--- config.mk ---
export PLATFORM = sky130hd
export DESIGN_NAME = fe_fetch_stage
export DESIGN_NICKNAME = d
export VERILOG_FILES = /design/src/rtl/fe_fetch_stage.sv
export SDC_FILE = /design/constraint.sdc
export NUM_CORES = 1
export LEC_CHECK = 0
export CORE_UTILIZATION = 43
export DETAILED_ROUTE_END_ITERATION = 6
export PLACE_DENSITY = 0.76
export SYNTH_ARGS = -nofsm -noshare
export SYNTH_HDL_FRONTEND = slang
export SYNTH_SLANG_ARGS = --single-unit
--- constraint.sdc ---
create_clock -name clk -period 2.5 [get_ports clk]
set_clock_uncertainty 0.15 [all_clocks]
set_input_delay 0.75 -clock clk [delete_from_list [all_inputs] [get_ports clk]]
set_output_delay 0.75 -clock clk [all_outputs]
set_load 0.03 [all_outputs]
--- src/rtl/fe_fetch_stage.sv ---
// fe_fetch_stage: fetch-stage PC generator and FE pipeline latch.
// Produces the instruction-memory fetch address and latches
// {valid, inst, pc, pc+4, seq} for decode. An execute-stage redirect
// squashes the wrong-path fetch with a one-cycle bubble. A decode stall
// freezes the PC and the latch.
// Optional feature macro: FE_PERF_CNT_EN adds the saturating counters
// perf_redirects and perf_stall_cycles.
module fe_fetch_stage #(
   parameter int               DBITS    = 32,
   parameter int               INSTBITS = 32,
   parameter logic [DBITS-1:0] STARTPC  = '0
) (
   input  logic                clk,
   input  logic                reset,
   input  logic                redirect_valid,
   input  logic [DBITS-1:0]    redirect_pc,
   input  logic                stall_fe,
   output logic [DBITS-1:0]    imem_addr,
   input  logic [INSTBITS-1:0] imem_data,
   output logic                fe_valid,
   output logic [INSTBITS-1:0] fe_inst,
   output logic [DBITS-1:0]    fe_pc,
   output logic [DBITS-1:0]    fe_pcplus,
   output logic [DBITS-1:0]    fe_inst_count
`ifdef FE_PERF_CNT_EN
   ,
   output logic [31:0]         perf_redirects,
   output logic [31:0]         perf_stall_cycles
`endif
);

   typedef enum logic [1:0] {
      S_BOOT = 2'd0,
      S_RUN  = 2'd1,
      S_HOLD = 2'd2
   } state_t;

   state_t               state_q;
   logic [DBITS-1:0]     pc_q;
   logic                 fe_valid_q;
   logic [INSTBITS-1:0]  fe_inst_q;
   logic [DBITS-1:0]     fe_pc_q;
   logic [DBITS-1:0]     fe_pcplus_q;
   logic [DBITS-1:0]     fe_cnt_q;
   logic [DBITS-1:0]     seq_q;

   // Incremented values; both wrap silently at 2^DBITS.
   logic [DBITS-1:0]     pc_d;
   logic [DBITS-1:0]     seq_d;
   assign pc_d  = pc_q + DBITS'(4);
   assign seq_d = seq_q + DBITS'(1);

   // BOOT ignores both redirect and stall; RUN and HOLD share one priority.
   logic active;
   logic redirect_apply;
   logic stall_apply;
   assign active         = (state_q == S_RUN) || (state_q == S_HOLD);
   assign redirect_apply = active && redirect_valid;
   assign stall_apply    = active && !redirect_valid && stall_fe;

   // PC, FE latch, sequence counter and FSM: redirect > stall > fetch.
   always_ff @(posedge clk) begin
      if (reset) begin
         state_q     <= S_BOOT;
         pc_q        <= STARTPC;
         fe_valid_q  <= 1'b0;
         fe_inst_q   <= '0;
         fe_pc_q     <= '0;
         fe_pcplus_q <= '0;
         fe_cnt_q    <= '0;
         seq_q       <= '0;
      end else begin
         case (state_q)
            S_BOOT: begin
               state_q <= S_RUN;
            end
            S_RUN, S_HOLD: begin
               if (redirect_apply) begin
                  // Squash: the target is fetched next cycle; seq is kept.
                  pc_q       <= redirect_pc;
                  fe_valid_q <= 1'b0;
                  state_q    <= S_RUN;
               end else if (stall_apply) begin
                  // Latch (live or bubble) and PC are frozen.
                  state_q <= S_HOLD;
               end else begin
                  fe_valid_q  <= 1'b1;
                  fe_inst_q   <= imem_data;
                  fe_pc_q     <= pc_q;
                  fe_pcplus_q <= pc_d;
                  fe_cnt_q    <= seq_q;
                  pc_q        <= pc_d;
                  seq_q       <= seq_d;
                  state_q     <= S_RUN;
               end
            end
            default: begin
               state_q <= S_BOOT;
            end
         endcase
      end
   end

   assign imem_addr     = pc_q;
   assign fe_valid      = fe_valid_q;
   assign fe_inst       = fe_inst_q;
   assign fe_pc         = fe_pc_q;
   assign fe_pcplus     = fe_pcplus_q;
   assign fe_inst_count = fe_cnt_q;

`ifdef FE_PERF_CNT_EN
   logic [31:0] perf_redirects_q;
   logic [31:0] perf_stall_q;

   // Saturating event counters for applied redirects and stalled edges.
   always_ff @(posedge clk) begin
      if (reset) begin
         perf_redirects_q <= '0;
         perf_stall_q     <= '0;
      end else begin
         if (redirect_apply && (perf_redirects_q != 32'hFFFF_FFFF))
            perf_redirects_q <= perf_redirects_q + 32'd1;
         if (stall_apply && (perf_stall_q != 32'hFFFF_FFFF))
            perf_stall_q <= perf_stall_q + 32'd1;
      end
   end

   assign perf_redirects    = perf_redirects_q;
   assign perf_stall_cycles = perf_stall_q;
`endif

endmodule

==> impl_metrics.tcl <==
set metrics [dict create \
    finalSetupViolations 0 \
    yosysSeqAreaShare 0.4797 \
    drive_above_1_share 0.09398 \
    fp.dieH_um 138.9 \
    yosysTopAreaCell "dfxtp_1" \
    grt_usage 0.2511 \
    cts_tree "yes" \
    crit_path_end_kind "output port" \
    finalMaxSlewViolations 0 \
    p_clk_frac 0.385 \
    n_antenna_cell 0 \
    antenna_left 0 \
    synth_top_area_frac 0.4797 \
    clock_path_buffers 2 \
    crit_buf_inv 1 \
    status "finished with violations" \
    core_area_um2 18150 \
    port_buffers 228 \
    layout_commonest_cell "nand2_1" \
    die_w_um 138.9 \
    period_share 0.9768 \
    ios 229 \
    first_iter_violations 757 \
    grt_max_degree 122 \
    syn-instance-count 996 \
    synth_nets 1068 \
    yosys_most_used_dff "dfxtp_1" \
    grt_setup_unrepaired "no" \
    dr.pass1.iters 7 \
    gp_congestion 0.9271 \
    sequentialPowerShare 0.442 \
    yosys_warnings 0 \
    internal_power_mw 5.386 \
    place_area_um2 10920 \
    power_mw 7.478 \
    synth_seq_cells 193 \
    die_area_um2 19280 \
    wire_per_inst_um 16.58 \
    switching_share 0.2798 \
    critPathMaxFanout 4 \
    busiest_layer "met2" \
    clk_pin_slew_ps 70 \
    p_leak_nw 4.066 \
    tns_ps 0 \
    crit_path_cell_trace "clkdlybuf4s50_1" \
    cp_slowest_stage_delay_ps 700 \
    final_cell_area_um2 11520 \
    setup_ws_ps 57.92 \
    critPathKind "register to output port" \
    clkLatencyLatePin_ps 440 \
    cpLargestDelayFamily "buffers and inverters" \
    gr-total-overflow 0 \
    critPathRequiredTime_ps 1600 \
    power.switching_mw 2.092 \
    grt_use_met2 0.4038 \
    use_met1 0.3253 \
    max_slew_margin 0.6245 \
    cts_sinks 193 \
    nNetsFinal 1304 \
    critPathLaunchType "register" \
    area_growth_pct 42.98 \
    synth-async-reset-ratio 0 \
    ys_top_cells_by_area "dfxtp_1, nand2_1, a21oi_1" \
    fin_crit_ps 2442 \
    initial_utilization 0.4439 \
    violations "design-rule violations" \
    worstHoldPathType "register to register" \
    grt_pass1_vias 7328 \
    vdd_drop_max_v 0.0004960 \
    num_rows 49 \
    slowest_stage "clkdlybuf4s50_1" \
    arrival_ps 1540 \
    dp_hpwl_um 17290 \
    dp.cells 1442 \
    routed_wl_um 24440 \
    fin_cells 1474 \
    tightest_slew_ps 563.2 \
    max_cap_viol_count 0 \
    yosysUniqueCellTypes 56 \
    met3_usage 0.05732 \
    p_comb_frac 0.173 \
    vias_per_cell 5.359 \
    hold_viol_final 0 \
    fmaxAchievable_ghz 0.4095 \
    grt_pass1_wl_um 38640 \
    num_vias 7899 \
    synth_edf_count 0 \
    syn_avg_cell_area_um2 8.088 \
    h-tree-depth 4 \
    most-common-layout-cells "nand2_1, clkdlybuf4s50_1, dfxtp_1, a21oi_1, nor2_1" \
    root_buffer "clkbuf_16" \
    post-cts-setup-buffer-count 0 \
    syn_area_um2 8055 \
    p_per_area_nw_per_um2 649.3 \
    pre_cts_slack_ps -323.4 \
    antenna_found_initial 0 \
    drc 15 \
    nFillCells 1533 \
    cts_buffers 17 \
]
-- layout make-up --
cell class	count	area [um2]	share of cell area
Multi-Input combinational cell	712	3802	0.3301
Clock inverter	12	167.7	0.01456
Clock buffer	20	446.7	0.03878
Tap cell	229	286.5	0.02488
Sequential cell	193	3864	0.3355
Inverter	8	30.03	0.002607
Timing Repair Buffer	300	2920	0.2536
-- cell usage after synthesis, types with 12 or more instances --
| cell type | n |
|---|---|
| nor3_1 | 16 |
| xor2_1 | 34 |
| a21oi_1 | 110 |
| buf_2 | 16 |
| a211oi_1 | 31 |
| and3_1 | 12 |
| clkbuf_1 | 52 |
| nand4_1 | 22 |
| xnor2_1 | 21 |
| nand3_1 | 28 |
| dfxtp_1 | 193 |
| nor2_1 | 89 |
| nand2_1 | 231 |
| nor4_1 | 18 |
| o21ai_0 | 14 |
-- routing by layer --
| metal | wire length, um | up-vias | share of wire |
|---|---|---|---|
| li1 | - | 3879 | - |
| met1 | 10550 | 3635 | 0.43 |
| met2 | 11450 | 334 | 0.47 |
| met3 | 1767 | 51 | 0.072 |
| met4 | 671 | 0 | 0.027 |
| met5 | 0 | - | 0 |
-- what timing repair did --
item / in CTS / in global routing
resized for setup: 15 / 1
endpoints found under the setup margin: 15 / 1
hold buffers: 0 / 0
pin swaps: 0 / 0
-- state kept, by name, indices dropped and copies added (netlist names) --
| register | cells |
|---|---|
| fe_inst | 32 |
| fe_inst_count | 32 |
| fe_pc | 32 |
| fe_pcplus | 30 |
| fe_valid | 1 |
| imem_addr | 32 |
| seq_q | 32 |
| state_q | 2 |
-- per-stage QoR --
stage	hold WS, ps	utilization
2_1_floorplan	293.7	-
3_3_place_gp	290.8	0.6017
3_5_place_dp	295.3	0.6017
4_1_cts	304.4	0.6345
5_1_grt	318.9	0.6347
6_report	303.0	0.6347
-- power groups by stage --
stage | clock network (mW) | logic [mW] | registers (mW)
global route | 3.04 | 1.38 | 3.32
CTS | 2.92 | 1.29 | 3.31
detailed placement | 0 | 1.30 | 3.38
finish | 2.88 | 1.29 | 3.31
global placement | 0 | 1.29 | 3.37
floorplan | 0 | 0.438 | 3.61
-- worst paths after layout --
check,from,to,slack (ps),cells after the start
setup / recovery,imem_addr[20]$_SDFFE_PP0P_,imem_addr[20],60,1
hold / removal,fe_inst_count[2]$_SDFFE_PP0P_,fe_inst_count[2]$_SDFFE_PP0P_,300,2
setup reg to reg,state_q[0]$_SDFF_PP0_,seq_q[21]$_SDFFE_PP0P_,140,9
hold reg to reg,fe_inst_count[2]$_SDFFE_PP0P_,fe_inst_count[2]$_SDFFE_PP0P_,300,2
-- cells by family (layout without fill, tap and decap cells) --
group / count (synthesis) / count (layout) / synth area share
and+or+nand+nor: 454 / 454 / 0.2555
AOI/OAI and AO/OA: 197 / 197 / 0.1474
DFF: 193 / 193 / 0.4797
buffers and inverters: 91 / 340 / 0.04893
xor gates and xnor gates: 55 / 55 / 0.05980
adders and majority gates: 4 / 4 / 0.006213
muxes: 2 / 2 / 0.002485
No activity file was read; power rests on OpenSTA's default activity.
